[src/rtl/bus_arbiter_2m_pkg.sv]
// rtl/bus_arbiter_2m_pkg.sv - state encodings and counter width shared by the arbiter
package bus_arbiter_2m_pkg;

    typedef enum logic [1:0] {
        IDLE = 2'b00,
        GNT0 = 2'b01,
        GNT1 = 2'b10
    } arb_state_t;

    localparam int CNT_W = 8;

endpackage

[src/rtl/bus_arbiter_2m_if.sv]
// rtl/bus_arbiter_2m_if.sv - two-master request/grant bus plus muxed slave port
interface bus_arbiter_2m_if;
    logic        m0_req;
    logic [31:0] m0_addr;
    logic [31:0] m0_wdata;
    logic        m0_wr;
    logic        m1_req;
    logic [31:0] m1_addr;
    logic [31:0] m1_wdata;
    logic        m1_wr;
    logic        m0_grant;
    logic        m1_grant;
    logic [31:0] s_addr;
    logic [31:0] s_wdata;
    logic        s_wr;
    logic        s_sel;

    modport slave (
        input  m0_req, m0_addr, m0_wdata, m0_wr,
        input  m1_req, m1_addr, m1_wdata, m1_wr,
        output m0_grant, m1_grant, s_addr, s_wdata, s_wr, s_sel
    );

    modport master (
        output m0_req, m0_addr, m0_wdata, m0_wr,
        output m1_req, m1_addr, m1_wdata, m1_wr,
        input  m0_grant, m1_grant, s_addr, s_wdata, s_wr, s_sel
    );
endinterface

[src/rtl/bus_arbiter_2m_mux2.sv]
// rtl/bus_arbiter_2m_mux2.sv - 32-bit 2:1 datapath multiplexer
module mux2_32bit (
    input  logic        sel,
    input  logic [31:0] a,
    input  logic [31:0] b,
    output logic [31:0] y
);
    assign y = sel ? b : a;
endmodule

[src/rtl/bus_arbiter_2m.sv]
// rtl/bus_arbiter_2m.sv - two-master round-robin arbiter with bounded tenure
module bus_arbiter_2m
    import bus_arbiter_2m_pkg::*;
#(
    parameter int MAX_HOLD = 8
) (
    input  logic             clk,
    input  logic             reset_n,
    bus_arbiter_2m_if.slave  bus
);

    localparam logic [CNT_W-1:0] HOLD_LAST = CNT_W'(MAX_HOLD - 1);

    arb_state_t       state, state_nxt;
    logic             prio, prio_nxt;
    logic             sel_q, sel_nxt;
    logic [CNT_W-1:0] hold_cnt, hold_nxt;
    logic             hold_full;

    assign hold_full = (hold_cnt == HOLD_LAST);

    always_ff @(posedge clk or negedge reset_n) begin
        if (!reset_n) begin
            state    <= IDLE;
            prio     <= 1'b0;
            sel_q    <= 1'b0;
            hold_cnt <= '0;
        end else begin
            state    <= state_nxt;
            prio     <= prio_nxt;
            sel_q    <= sel_nxt;
            hold_cnt <= hold_nxt;
        end
    end

    always_comb begin
        state_nxt = state;
        prio_nxt  = prio;
        sel_nxt   = sel_q;
        hold_nxt  = '0;
        case (state)
            IDLE: begin
                if (bus.m0_req && bus.m1_req) state_nxt = prio ? GNT1 : GNT0;
                else if (bus.m0_req)          state_nxt = GNT0;
                else if (bus.m1_req)          state_nxt = GNT1;
            end
            GNT0: begin
                if (!bus.m0_req)                 state_nxt = bus.m1_req ? GNT1 : IDLE;
                else if (bus.m1_req && hold_full) state_nxt = GNT1;
            end
            GNT1: begin
                if (!bus.m1_req)                 state_nxt = bus.m0_req ? GNT0 : IDLE;
                else if (bus.m0_req && hold_full) state_nxt = GNT0;
            end
            default: state_nxt = IDLE;
        endcase

        // Tenure counter only runs while a grant is held unchanged; it parks at the limit.
        if (state_nxt == state && state != IDLE)
            hold_nxt = hold_full ? hold_cnt : hold_cnt + 1'b1;

        if (state_nxt != state && state_nxt == GNT0) begin
            prio_nxt = 1'b1;
            sel_nxt  = 1'b0;
        end else if (state_nxt != state && state_nxt == GNT1) begin
            prio_nxt = 1'b0;
            sel_nxt  = 1'b1;
        end
    end

    assign bus.m0_grant = (state == GNT0);
    assign bus.m1_grant = (state == GNT1);
    assign bus.s_sel    = sel_q;
    assign bus.s_wr     = ((state == GNT0) & bus.m0_wr) | ((state == GNT1) & bus.m1_wr);

    mux2_32bit u_addr_mux (
        .sel (sel_q),
        .a   (bus.m0_addr),
        .b   (bus.m1_addr),
        .y   (bus.s_addr)
    );

    mux2_32bit u_wdata_mux (
        .sel (sel_q),
        .a   (bus.m0_wdata),
        .b   (bus.m1_wdata),
        .y   (bus.s_wdata)
    );

endmodule

[src/flat_wrapper.sv]
// flat-port wrapper written by rule: the top's interface ports become plain ports
module bus_arbiter_2m_flat import bus_arbiter_2m_pkg::*;
#(
    parameter int MAX_HOLD = 8
)
  (clk, reset_n, bus_m0_req, bus_m0_addr, bus_m0_wdata, bus_m0_wr, bus_m1_req, bus_m1_addr, bus_m1_wdata, bus_m1_wr, bus_m0_grant, bus_m1_grant, bus_s_addr, bus_s_wdata, bus_s_wr, bus_s_sel);
  bus_arbiter_2m_if bus_i ();
  input  logic clk;
  input  logic reset_n;
  input wire logic [$bits(bus_i.m0_req)-1:0] bus_m0_req;
  input wire logic [$bits(bus_i.m0_addr)-1:0] bus_m0_addr;
  input wire logic [$bits(bus_i.m0_wdata)-1:0] bus_m0_wdata;
  input wire logic [$bits(bus_i.m0_wr)-1:0] bus_m0_wr;
  input wire logic [$bits(bus_i.m1_req)-1:0] bus_m1_req;
  input wire logic [$bits(bus_i.m1_addr)-1:0] bus_m1_addr;
  input wire logic [$bits(bus_i.m1_wdata)-1:0] bus_m1_wdata;
  input wire logic [$bits(bus_i.m1_wr)-1:0] bus_m1_wr;
  output wire logic [$bits(bus_i.m0_grant)-1:0] bus_m0_grant;
  output wire logic [$bits(bus_i.m1_grant)-1:0] bus_m1_grant;
  output wire logic [$bits(bus_i.s_addr)-1:0] bus_s_addr;
  output wire logic [$bits(bus_i.s_wdata)-1:0] bus_s_wdata;
  output wire logic [$bits(bus_i.s_wr)-1:0] bus_s_wr;
  output wire logic [$bits(bus_i.s_sel)-1:0] bus_s_sel;
  assign bus_i.m0_req = bus_m0_req;
  assign bus_i.m0_addr = bus_m0_addr;
  assign bus_i.m0_wdata = bus_m0_wdata;
  assign bus_i.m0_wr = bus_m0_wr;
  assign bus_i.m1_req = bus_m1_req;
  assign bus_i.m1_addr = bus_m1_addr;
  assign bus_i.m1_wdata = bus_m1_wdata;
  assign bus_i.m1_wr = bus_m1_wr;
  assign bus_m0_grant = bus_i.m0_grant;
  assign bus_m1_grant = bus_i.m1_grant;
  assign bus_s_addr = bus_i.s_addr;
  assign bus_s_wdata = bus_i.s_wdata;
  assign bus_s_wr = bus_i.s_wr;
  assign bus_s_sel = bus_i.s_sel;
  bus_arbiter_2m #(.MAX_HOLD(MAX_HOLD)) u_core (.clk(clk), .reset_n(reset_n), .bus(bus_i));
endmodule
[config.mk]
export PLATFORM = sky130hd
export DESIGN_NAME = bus_arbiter_2m_flat
export DESIGN_NICKNAME = d
export VERILOG_FILES = /design/src/rtl/bus_arbiter_2m_pkg.sv /design/src/rtl/bus_arbiter_2m_if.sv /design/src/rtl/bus_arbiter_2m_mux2.sv /design/src/rtl/bus_arbiter_2m.sv /design/src/flat_wrapper.sv
export SDC_FILE = /design/constraint.sdc
export NUM_CORES = 1
export LEC_CHECK = 0
export ABC_AREA = 0
export ABC_CLOCK_PERIOD_IN_PS = 1700
export CAP_MARGIN = 20
export CELL_PAD_IN_SITES_DETAIL_PLACEMENT = 2
export CELL_PAD_IN_SITES_GLOBAL_PLACEMENT = 2
export CORE_ASPECT_RATIO = 1.2
export CORE_UTILIZATION = 13
export CTS_CLUSTER_DIAMETER = 50
export DETAILED_ROUTE_END_ITERATION = 7
export GPL_TIMING_DRIVEN = 1
export HOLD_SLACK_MARGIN = 0.08
export PLACE_DENSITY_LB_ADDON = 0.1
export SLEW_MARGIN = 20
export SYNTH_ARGS = -nofsm -noshare
export SYNTH_HDL_FRONTEND = slang
export SYNTH_HIERARCHICAL = 1
export SYNTH_SLANG_ARGS = --single-unit
[constraint.sdc]
create_clock -name clk -period 1.7 [get_ports clk]
set_input_delay 0.34 -clock clk [delete_from_list [all_inputs] [get_ports clk]]
set_output_delay 0.34 -clock clk [all_outputs]
set_load 0.05 [all_outputs]
==> results_dict.tcl <==
set metrics [dict create \
    outcome "finished, violations left" \
    violations "negative setup slack" \
    n_antenna_cell 0 \
    skew_ns 0.004438 \
    post-route-min-period_ns 1.832 \
    power_frac_comb 0.816 \
    rows 46 \
    dieArea_sq_um 14330 \
    grt_first_pass_wirelength_um 12580 \
    place.detailed.hpwl_um 8100 \
    start_util 0.1348 \
    gp_congestion 0.7089 \
    p_per_area_nw_per_um2 1041 \
    swShare 0.4716 \
    slew_headroom 0.8116 \
    drtAntennaViolNets 0 \
    p_leak_nw 1.913 \
    ys_ff_latch 12 \
    cts_buffers 3 \
    maxCapViolCount 0 \
    io_buffers 201 \
    root_buffer "clkbuf_16" \
    total_power_mw 4.451 \
    r2r_end "u_core/prio" \
    ys_seq_area_frac 0.1668 \
    reg2reg_slack_ns 0.06 \
    fin_ws_ns -0.1323 \
    arrival_ns 1.49 \
    drive_above_1_share 0.4681 \
    ios 202 \
    path_delay_family "flip-flops" \
    vias_per_cell 3.824 \
    path_buf_inv 2 \
    routed_wl_um 9230 \
    die_h_um 130.9 \
    pwr-share-clk 0.098 \
    synth.distinct_cells 32 \
    fmax_ghz 0.5458 \
    syn_area_sq_um 1800 \
    tightest_slew_ns 0.2790 \
    clk_pin_slew_worst_paths_ns 0.04 \
    r2r-start "u_core/hold_cnt[0]" \
    worst_path_max_delay_cell "dfrtp_4" \
    insertion_delay_ns 0.24 \
    stdcell_area_sq_um 4274 \
    ys_warn_count 6 \
    syn_to_final_growth_pct 137.4 \
    min_period_over_period 1.078 \
    cts_tree "built" \
    cts_max_level 1 \
    place_area_sq_um 3895 \
    path_cells "buf_12 > mux2_2 > buf_6" \
    fillers 1455 \
    multiInputGateArea_sq_um 1344 \
    cts.sinks 12 \
    overflow 0 \
    grt_max_degree 21 \
    vias 2023 \
    crit_required_ns 1.36 \
    whs_ns 0.4069 \
    synthTopCellsByArea "mux2_4 50%, dfrtp_1 17%, buf_12 6.7%" \
    syn-num-nets 282 \
    utilization 0.3201 \
    critical_path_class "flop to primary output" \
    rsz0062_at_grt "true" \
    synth_top_area_cell "mux2_4" \
    drcViolationCount 0 \
    slowest_delay_ns 0.54 \
    antenna_found_initial 0 \
    seq_power_share 0.086 \
    syn_area_per_cell_sq_um 12.25 \
    start_kind "flop" \
    worstPathMaxFanout 12 \
    core_sq_um 13350 \
    r2r_cells 6 \
    ir_worst_vdd_mv 0.5523 \
    synth_top_area_share 0.5003 \
    num-nets-final 497 \
    intPower_mw 2.352 \
    drtPass1Iterations 2 \
    register_area_sq_um 305.3 \
    drv_slew 0 \
    wire_per_inst_um 17.45 \
    holdCritPathClass "input pin to asynchronous set/reset pin" \
    groute.usage.overall 0.1151 \
    fin_tns_setup_ns -7.064 \
    cts_buffer_depth 2 \
    drt_iter0_drc 24 \
    synthCells 147 \
    endpoint_kind "primary output" \
    grt_pass1_vias 2234 \
    die_width_um 109.4 \
    netSwitchingPower_mw 2.099 \
    hold_violations 0 \
    setup_viol 63 \
]
## how the worst max path moves through the flow
| stage | from | cells after the start | end |
|---|---|---|---|
| after floorplan | u_core/state[0] | 3 | bus_s_wr |
| after global placement | bus_m0_req | 4 | u_core/state[1] |
| after detailed placement | bus_m1_req | 5 | u_core/prio |
| after CTS | u_core/bus.s_sel | 3 | bus_s_wdata[31] |
| after global routing | u_core/bus.s_sel | 3 | bus_s_addr[31] |
| final | u_core/bus.s_sel | 3 | bus_s_addr[29] |
## cell usage in the layout (no fill, tap or decap), drive strengths merged, types with 2 or more instances in the layout
master,count
a21oi,2
and2b,2
and3,2
buf,86
clkbuf,5
clkdlybuf4s50,133
dfrtp,12
inv,2
mux2,64
mux2i,2
nand2,6
nand3,5
nor2,12
nor2b,3
nor3,6
o21ai,2
xnor2,3
xor2,3
## worst reg2reg max path, stage by stage, from the launching register on
cell,delay [ns]
dfrtp_1,0.37
ha_1,0.24
nand2_2,0.11
nor3_4,0.06
buf_2,0.17
or3_2,0.44
and3_1,0.15
## metal layers
metal | part of all wire | routed length [um] | GRT usage
met5 | 0 | 0 | 0
met4 | 0 | 0 | 0.01176
met3 | 0.12 | 1076 | 0.03819
met2 | 0.56 | 5145 | 0.2390
met1 | 0.33 | 3008 | 0.1105
## logic make-up after synthesis
kind of cell    share of synthesized area
xor+xnor                          0.02919
buf+inv                           0.09590
simple gates                       0.1258
flops                              0.1668
mux                                0.5365
compound gates                    0.03892
fa+ha+maj                        0.006948
## cells in the mapped netlist
master and number:
nor3_2 2, and2b_2 2, mux2_4 60, ha_1 1
mux2_2 4, buf_12 6, nand2b_1 1, dfrtp_1 12
xor2_1 3, a211oi_1 1, and3_2 1, a31o_4 1
nor3b_1 1, a22oi_1 1, inv_1 2, or4b_2 1
nor3_1 4, nor2b_1 3, nand3_1 4, nand3_2 1
nand2_1 6, buf_6 4, or4_1 1, a22o_1 1
o311ai_0 1, and3_1 1, a21oi_1 2, or3_2 1
xnor2_1 3, o21ai_0 2, mux2i_1 2, nor2_1 12
## power groups by stage
stage | clock [mW] | sequential, mW | combinational (mW)
global route | 0.464 | 0.395 | 3.78
floorplan | 0 | 0.374 | 2.41
CTS | 0.452 | 0.382 | 3.57
global placement | 0 | 0.385 | 3.34
detailed placement | 0 | 0.388 | 3.35
finish | 0.435 | 0.384 | 3.63
## sequential cells by signal, indices dropped and copies added, names as in the netlist
signal	flops
u_core/bus.s_sel	1
u_core/prio	1
u_core/state	2
u_core/hold_cnt	8
## area by class of cell
class                      instances  share of cell area
inverter                           2            0.001756
timing repair buffer             220              0.5448
sequential                        12             0.07143
tap                              168             0.04918
clock buffer                       4             0.01844
multi-input combinational        123              0.3144
## metrics by stage
stage                     std cells  setup slack, ns
final                           529          -0.1323
after global routing            529          -0.1770
after CTS                       526          -0.1621
after detailed placement        521         -0.01019
after global placement          521          0.02349
after floorplan                 147         -0.01463
## timing repair
action | 4_1_cts | 5_1_grt
resized for setup | 49 | 19
hold buffers | 0 | 0
buffers inserted | 1 | 1
pin swaps | 0 | 0
cloned | 0 | 2
hold endpoints to repair | 0 | 0
endpoints found under the setup margin | 64 | 75
Power figures use the tool's default switching activity.
